### config.mk
export PLATFORM = sky130hd
export DESIGN_NAME = piso_serializer_flat
export DESIGN_NICKNAME = d
export VERILOG_FILES = /design/src/rtl/piso_serializer_if.sv /design/src/rtl/piso_serializer.sv /design/src/flat_wrapper.sv
export SDC_FILE = /design/constraint.sdc
export NUM_CORES = 1
export LEC_CHECK = 0
export CORE_MARGIN = 2
export CORE_UTILIZATION = 46
export CTS_BUF_LIST = sky130_fd_sc_hd__clkbuf_8 sky130_fd_sc_hd__clkbuf_16
export DETAILED_ROUTE_END_ITERATION = 12
export GPL_TIMING_DRIVEN = 0
export PLACE_DENSITY = 0.87
export SLEW_MARGIN = 20
export SYNTH_ARGS = -nofsm -noshare
export SYNTH_HDL_FRONTEND = slang
export SYNTH_SLANG_ARGS = --single-unit
### constraint.sdc
create_clock -name clk -period 1.4 [get_ports clk]
set_input_delay 0.28 -clock clk [delete_from_list [all_inputs] [get_ports clk]]
set_output_delay 0.28 -clock clk [all_outputs]
set_load 0.02 [all_outputs]
### src/rtl/piso_serializer_if.sv
`default_nettype none
// +----------------------------------------------------------------------+
// | piso_serializer_if                                                    |
// | Load handshake and serial stream bundle for piso_serializer.          |
// | Rev 1.0 - initial release                                             |
// +----------------------------------------------------------------------+
interface piso_serializer_if #(
  parameter int WIDTH = 8
);
  logic             load_valid;
  logic             load_ready;
  logic [WIDTH-1:0] load_data;
  logic             ser_out;
  logic             ser_valid;
  logic             done;

  modport master (
    output load_valid, load_data,
    input  load_ready, ser_out, ser_valid, done
  );

  modport slave (
    input  load_valid, load_data,
    output load_ready, ser_out, ser_valid, done
  );
endinterface
`default_nettype wire

### src/rtl/piso_serializer.sv
`default_nettype none
// +----------------------------------------------------------------------+
// | piso_serializer                                                       |
// | Parallel-in serial-out shifter with valid/ready load and done pulse.  |
// | Optional trailing even-parity bit when PISO_PARITY_EN is defined.     |
// | Rev 1.0 - initial release                                             |
// +----------------------------------------------------------------------+
module piso_serializer #(
  parameter int WIDTH     = 8,
  parameter bit MSB_FIRST = 1'b1
) (
  input  wire logic        clk,
  input  wire logic        reset,
  piso_serializer_if.slave bus
);
  localparam int            CW     = $clog2(WIDTH);
  localparam logic [CW-1:0] c_last = CW'(WIDTH - 1);

`ifdef PISO_PARITY_EN
  typedef enum logic [1:0] {
    S_IDLE   = 2'd0,
    S_SHIFT  = 2'd1,
    S_PARITY = 2'd2
  } state_t;
`else
  typedef enum logic [1:0] {
    S_IDLE  = 2'd0,
    S_SHIFT = 2'd1
  } state_t;
`endif

  state_t           r_state,     w_state_nxt;
  logic [WIDTH-1:0] r_shreg,     w_shreg_nxt;
  logic [CW-1:0]    r_cnt,       w_cnt_nxt;
  logic             r_ser_out,   w_ser_out_nxt;
  logic             r_ser_valid, w_ser_valid_nxt;
  logic             r_done,      w_done_nxt;
  logic             w_accept;
`ifdef PISO_PARITY_EN
  logic             r_parity,    w_parity_nxt;
`endif

  always_comb begin
    w_accept    = bus.load_valid && (r_state == S_IDLE);
    w_state_nxt = r_state;
    w_shreg_nxt = r_shreg;
    w_cnt_nxt   = r_cnt;
    w_done_nxt  = 1'b0;
`ifdef PISO_PARITY_EN
    w_parity_nxt = r_parity;
`endif
    case (r_state)
      S_IDLE: begin
        if (w_accept) begin
          w_state_nxt = S_SHIFT;
          w_shreg_nxt = bus.load_data;
          w_cnt_nxt   = '0;
`ifdef PISO_PARITY_EN
          w_parity_nxt = ^bus.load_data;
`endif
        end
      end
      S_SHIFT: begin
        w_shreg_nxt = MSB_FIRST ? {r_shreg[WIDTH-2:0], 1'b0}
                                : {1'b0, r_shreg[WIDTH-1:1]};
        w_cnt_nxt   = r_cnt + CW'(1);
        if (r_cnt == c_last) begin
          w_cnt_nxt = '0;
`ifdef PISO_PARITY_EN
          w_state_nxt = S_PARITY;
`else
          w_state_nxt = S_IDLE;
          w_done_nxt  = 1'b1;
`endif
        end
      end
`ifdef PISO_PARITY_EN
      S_PARITY: begin
        w_state_nxt = S_IDLE;
        w_done_nxt  = 1'b1;
`endif
`ifdef PISO_PARITY_EN
      end
`endif
      default: w_state_nxt = S_IDLE;
    endcase

    // Outputs are computed from next state so they can be registered directly.
    w_ser_valid_nxt = (w_state_nxt != S_IDLE);
    w_ser_out_nxt   = 1'b0;
    if (w_state_nxt == S_SHIFT) begin
      w_ser_out_nxt = MSB_FIRST ? w_shreg_nxt[WIDTH-1] : w_shreg_nxt[0];
    end
`ifdef PISO_PARITY_EN
    else if (w_state_nxt == S_PARITY) begin
      w_ser_out_nxt = w_parity_nxt;
    end
`endif
  end

  always_ff @(posedge clk) begin
    if (reset) begin
      r_state     <= S_IDLE;
      r_shreg     <= '0;
      r_cnt       <= '0;
      r_ser_out   <= 1'b0;
      r_ser_valid <= 1'b0;
      r_done      <= 1'b0;
`ifdef PISO_PARITY_EN
      r_parity    <= 1'b0;
`endif
    end else begin
      r_state     <= w_state_nxt;
      r_shreg     <= w_shreg_nxt;
      r_cnt       <= w_cnt_nxt;
      r_ser_out   <= w_ser_out_nxt;
      r_ser_valid <= w_ser_valid_nxt;
      r_done      <= w_done_nxt;
`ifdef PISO_PARITY_EN
      r_parity    <= w_parity_nxt;
`endif
    end
  end

  assign bus.load_ready = (r_state == S_IDLE);
  assign bus.ser_out    = r_ser_out;
  assign bus.ser_valid  = r_ser_valid;
  assign bus.done       = r_done;

endmodule
`default_nettype wire

### src/flat_wrapper.sv
// flat-port wrapper written by rule: the top's interface ports become plain ports
module piso_serializer_flat 
#(
  parameter int WIDTH     = 8,
  parameter bit MSB_FIRST = 1'b1
)
  (clk, reset, bus_load_valid, bus_load_data, bus_load_ready, bus_ser_out, bus_ser_valid, bus_done);
  piso_serializer_if #(.WIDTH(WIDTH)) bus_i ();
  input  wire logic clk;
  input  wire logic reset;
  input wire logic [$bits(bus_i.load_valid)-1:0] bus_load_valid;
  input wire logic [$bits(bus_i.load_data)-1:0] bus_load_data;
  output wire logic [$bits(bus_i.load_ready)-1:0] bus_load_ready;
  output wire logic [$bits(bus_i.ser_out)-1:0] bus_ser_out;
  output wire logic [$bits(bus_i.ser_valid)-1:0] bus_ser_valid;
  output wire logic [$bits(bus_i.done)-1:0] bus_done;
  assign bus_i.load_valid = bus_load_valid;
  assign bus_i.load_data = bus_load_data;
  assign bus_load_ready = bus_i.load_ready;
  assign bus_ser_out = bus_i.ser_out;
  assign bus_ser_valid = bus_i.ser_valid;
  assign bus_done = bus_i.done;
  piso_serializer #(.WIDTH(WIDTH), .MSB_FIRST(MSB_FIRST)) u_core (.clk(clk), .reset(reset), .bus(bus_i));
endmodule
==> After elaboration in Yosys (flattened, before gate mapping) <==
Index checks and enable logic that the tools add are counted.
{ "op_classes": {"bitwise_logic": 2, "n_reduce_logical": 7, "n_mux": 9, "add_sub_neg": 1, "n_eq_ne": 4} }
{ "op_table": {"columns": ["operator", "n"], "rows": [
  ["8-bit one-hot mux with 2 select lines", 1],
  ["8-bit two-way mux", 1],
  ["3-bit two-way mux", 2],
  ["3-bit one-hot mux with 2 select lines", 1],
  ["2-bit by 1-bit equality test with 1-bit output, second input constant", 2],
  ["2-bit two-way mux", 2],
  ["2-bit one-hot mux with 2 select lines", 1],
  ["2-bit nonzero test", 2],
  ["2-bit OR reduction", 2],
  ["3-bit by 1-bit adder with 3-bit output, second input constant", 1],
  ["3-bit equality test, second input constant", 1],
  ["2-bit zero test", 1],
  ["2-bit by 1-bit inequality test with 1-bit output, second input constant", 1],
  ["1-bit NOT", 2],
  ["2-bit AND reduction", 1],
  ["1-bit logical AND", 1],
  ["1-bit two-way mux", 1]
]} }
{ "totals": {"word_cells": 30, "output_inout_bits": 4, "ff_bits": 16, "input_bits": 11} }

==> Logic depth before layout (Yosys ltp) <==
{ "logic_depth": {"ltp_word": 7, "ltp_mapped": 5, "depth_no_buf": 5} }

==> Least setup slack after synthesis <==
Ideal clock, no wire load.
{ "synth_timing": {"kind": "reg-to-reg", "startpoint": "register u_core.r_state[0]", "endpoint": "register u_core.r_ser_out, in the netlist u_core.bus.ser_out", "synth_period_minus_slack_ps": 1161, "path_slack_ps": 239, "setup_ps": 120, "t_arrival_ps": 1042, "path_buffers": 1, "path_stages_with_launch": 5, "required_time_ps": 1280, "path_cell_list": "dfxtp_1 > buf_6 > or4b_4 > o221ai_2 > nor2b_1"} }
{ "synth_via": {"elab_chain_cells": 7, "elab_cells_between_ends": 11, "cone_classes": "2 x eq/ne; 5 x mux; 1 x bitwise; 3 x reduce/logical"} }
{ "synth_lines": {"columns": ["element", "line_no", "source"], "rows": [
  ["start: declaration", "piso_serializer.sv:32", "state_t r_state, w_state_nxt;"],
  ["start signal: assignment", "piso_serializer.sv:113", "r_state <= w_state_nxt;"],
  ["2-bit zero test", "piso_serializer.sv:44, piso_serializer.sv:52", null],
  ["1-bit logical AND", "piso_serializer.sv:44", "w_accept = bus.load_valid && (r_state == S_IDLE);"],
  ["2-bit two-way mux", "piso_serializer.sv:54", "if (w_accept) begin"],
  ["2-bit one-hot mux with 2 select lines", "piso_serializer.sv:52", "case (r_state)"],
  ["2-bit by 1-bit equality test with 1-bit output", "piso_serializer.sv:91", "if (w_state_nxt == S_SHIFT) begin"],
  ["1-bit NOT (no source line)", null, null],
  ["2-bit OR reduction (no source line)", null, null],
  ["end signal: assignment", "piso_serializer.sv:116", "r_ser_out <= w_ser_out_nxt;"],
  ["end: declaration", "piso_serializer.sv:35", "logic r_ser_out, w_ser_out_nxt;"]
]} }
Parallel ways exist; a longest one is shown, timed or not. The select of a mux whose other input is x is not followed.
A chain may end at the register's enable or synchronous reset.

==> Worst setup path in the final report <==
{ "layout_timing": {"startpoint": "input port bus_load_valid", "endpoint": "register u_core.r_shreg[7]"} }
{ "layout_via": {"elab_chain_cells": 3} }
{ "layout_lines": {"columns": ["element", "line_no", "source"], "rows": [
  ["start: declaration", "flat_wrapper.sv:11", "input wire logic [$bits(bus_i.load_valid)-1:0] bus_load_valid;"],
  ["1-bit logical AND", "piso_serializer.sv:44", null],
  ["8-bit two-way mux", "piso_serializer.sv:54", null],
  ["8-bit one-hot mux with 2 select lines", "piso_serializer.sv:52", null],
  ["end signal: assignment", "piso_serializer.sv:114", "r_shreg <= w_shreg_nxt;"],
  ["end: declaration", "piso_serializer.sv:33", "logic [WIDTH-1:0] r_shreg, w_shreg_nxt;"]
]} }
No other way between the ends. The select of a mux whose other input is x is not followed.

==> metrics.yaml <==
status: "finished clean"
post-synth-top-count-cell: "dfxtp_1"
synth-simple-area-share: 0.1510
synth_top_family_by_area: "compound AO/OA/AOI/OAI gates"
ys_types: 20
drtAntennaViolNets: 0
power.total_mw: 1.015
cts_tree: "built"
end_kind: "register"
r2r_cells: 4
hold_violations: 0
insertion_delay_ns: 0.25
dpl.cell_count: 92
gr-usage-met2: 0.2305
fin_area_um2: 843.3
cts.sinks: 16
yosys-top-cells-count: "16 x dfxtp_1, 13 x nor2_1, 7 x a211oi_1, 6 x o22ai_1, 3 x a22oi_1"
layout.nets: 95
drive_above_1_share: 0.1481
die_h_um: 41.25
pin_count: 15
cp.depth: 4
dr.pass1.iters: 4
coreArea_um2: 1301
max_freq_ghz: 0.7433
met3_usage: 0.04891
ys_async_sr_fraction: 0
worstPathCellList: "clkdlybuf4s50_1, or4b_4, o221ai_2, nor2_1"
routabilityCongestion: 0.7711
cellPowerDensity_nw_per_um2: 1203
r2r_end: "u_core.r_shreg[7]"
peakVddDrop_uv: 606.5
crit_required_ns: 1.52
drtIter0Drc: 10
synth_area_leaders: "dfxtp_1 50%, a211oi_1 8.2%, nor2_1 7.6%"
die_w_um: 41.25
wire_per_inst_um: 11.63
finalSetupTns_ns: 0
ys.flop_type: "dfxtp_1"
postCtsHoldBufs: 0
grt_use_met1: 0.2033
grt_overflow: 0
synth_seq_area_share: 0.5020
post-route-period-util: 0.9609
cts-root-buf: "clkbuf_8"
cp_max_fo: 5
path_delay_family: "buffers and inverters"
grt_pass1_wl_um: 1683
cp-endpoint: "u_core.r_shreg[7]"
grt_max_degree: 11
syn_to_final_growth_pct: 32.16
num-fill-cells: 120
grt_antenna_before_repair: 0
dpl.hpwl_um: 810.8
p_leak_nw: 0.3417
synth_xor_area_frac: 0
utilization: 0.6481
antennaDiodeCount: 0
placed_cell_area_um2: 797.0
muxShareOfSynthArea: 0
r2r_slack_ns: 0.19
worstSetupStartpointType: "primary input"
worstSetupPathType: "in -> reg"
routed_via_density: 5.396
clk_pin_slew_ns: 0.06
path_buf_inv: 1
grt_usage: 0.1557
synth_edf_count: 0
cts_buffers: 3
port_buffers: 14
arrival_ns: 1.47
min_path_type: "reg -> reg"
seq_area_um2: 320.3
grt_pass1_vias: 427
drv_slew: 0
synth_cells: 63
top_usage_layer: "met2"
instances_no_fill: 96
htreeDepth: 1
drv_cap: 0
period_needed_ns: 1.345
syn_area_per_cell_um2: 10.13
vias: 518
synth_area_um2: 638.1
rows: 13
multi_input_area_um2: 295.3
skew_ns: 0.001821
die_area_um2: 1701
yosysTopAreaCell: "dfxtp_1"
post_cts_buffers: 0
setup_viol: 0
rsz0062_at_grt: "false"
synth_compound_area_frac: 0.2667
wl_um: 1116
synth_top_area_frac: 0.5020
synth_nets: 76
synthAdderAreaFrac: 0.03922
worst_path_max_delay_cell: "clkdlybuf4s50_1"
drcViolationCount: 0
reg2reg_from: "u_core.r_state[0]"
start_util: 0.4904
cp_slowest_stage_delay_ns: 0.56
ys_ff_latch: 16
ctsLongestPathBuffers: 2
yosysWarnings: 0
startpoint: "bus_load_valid"
## flip-flops by register name (all words and copies together), names as in the netlist
register and flops:
u_core.bus.done 1, u_core.bus.ser_out 1, u_core.r_state 2, u_core.bus.ser_valid 1
u_core.r_cnt 3, u_core.r_shreg 8
## where the power goes
part | switching (mW) | leakage, nW | internal [mW]
sequential | 0.0124 | 0.131 | 0.479
combinational | 0.0570 | 0.182 | 0.0639
clock | 0.154 | 0.0288 | 0.249
total | 0.223 | 0.342 | 0.792
## through the flow
stage / hold WS [ns] / setup WS, ns
2_1_floorplan: 0.3528 / 0.2387
3_5_place_dp: 0.4935 / -0.1981
5_1_grt: 0.5181 / 0.01814
6_report: 0.5016 / 0.05469
4_1_cts: 0.5023 / 0.02476
3_3_place_gp: 0.4792 / -0.1771
## cell type report
cell class / instances / area share
well taps: 15 / 0.02226
inverters: 2 / 0.008902
multi-input cells: 43 / 0.3501
repair buffers: 14 / 0.1558
flip-flops and latches: 16 / 0.3798
clock buffers: 4 / 0.06528
plain buffers: 2 / 0.01780
## worst min-delay path by stage
stage	from	end	cells after the start
final	u_core.r_shreg[3]	u_core.r_shreg[3]	2
after floorplan	reset	u_core.r_shreg[5]	1
after global placement	u_core.r_shreg[0]	u_core.r_shreg[0]	2
after global routing	u_core.r_shreg[2]	u_core.r_shreg[2]	2
after CTS	u_core.r_shreg[3]	u_core.r_shreg[3]	2
after detailed placement	u_core.r_shreg[3]	u_core.r_shreg[3]	2
## layer usage
layer / vias up / wire length [µm]
met1: 238 / 524
met4: 0 / 15
met5: - / 0
li1: 266 / -
met3: 2 / 59
met2: 12 / 516
## logic make-up after synthesis
| logic type | count (synthesis) |
|---|---|
| AND/OR/NAND/NOR | 19 |
| buffers and inverters | 4 |
| AO/OA/AOI/OAI | 21 |
| flip-flops | 16 |
| other | 1 |
| adder cells (fa/ha/maj) | 2 |
## worst reg2reg max path, stage by stage, from the launching register on
cell and delay (ns):
dfxtp_1 0.31, buf_6 0.13, or4b_4 0.50, o221ai_2 0.08
nor2_1 0.06
## cell usage in the layout (no fill, tap or decap)
master,n
a211oi_1,7
clkdlybuf4s50_1,10
ha_1,2
o22ai_1,6
or4b_4,1
a211oi_2,1
o221ai_2,1
dlygate4sd2_1,3
and3b_1,1
clkbuf_1,1
o21ba_2,1
inv_1,2
or2_2,1
buf_6,1
dfxtp_1,16
o21bai_2,1
conb_1,1
clkbuf_8,4
nor2b_1,2
buf_2,1
a32oi_1,1
nand2b_1,1
nor2_1,13
a22oi_1,3
## what timing repair did
item,in CTS,in global routing
endpoints found under the setup margin,4,1
pin swaps,0,0
gates resized for setup,6,1
No activity file was read; power rests on OpenSTA's default activity.
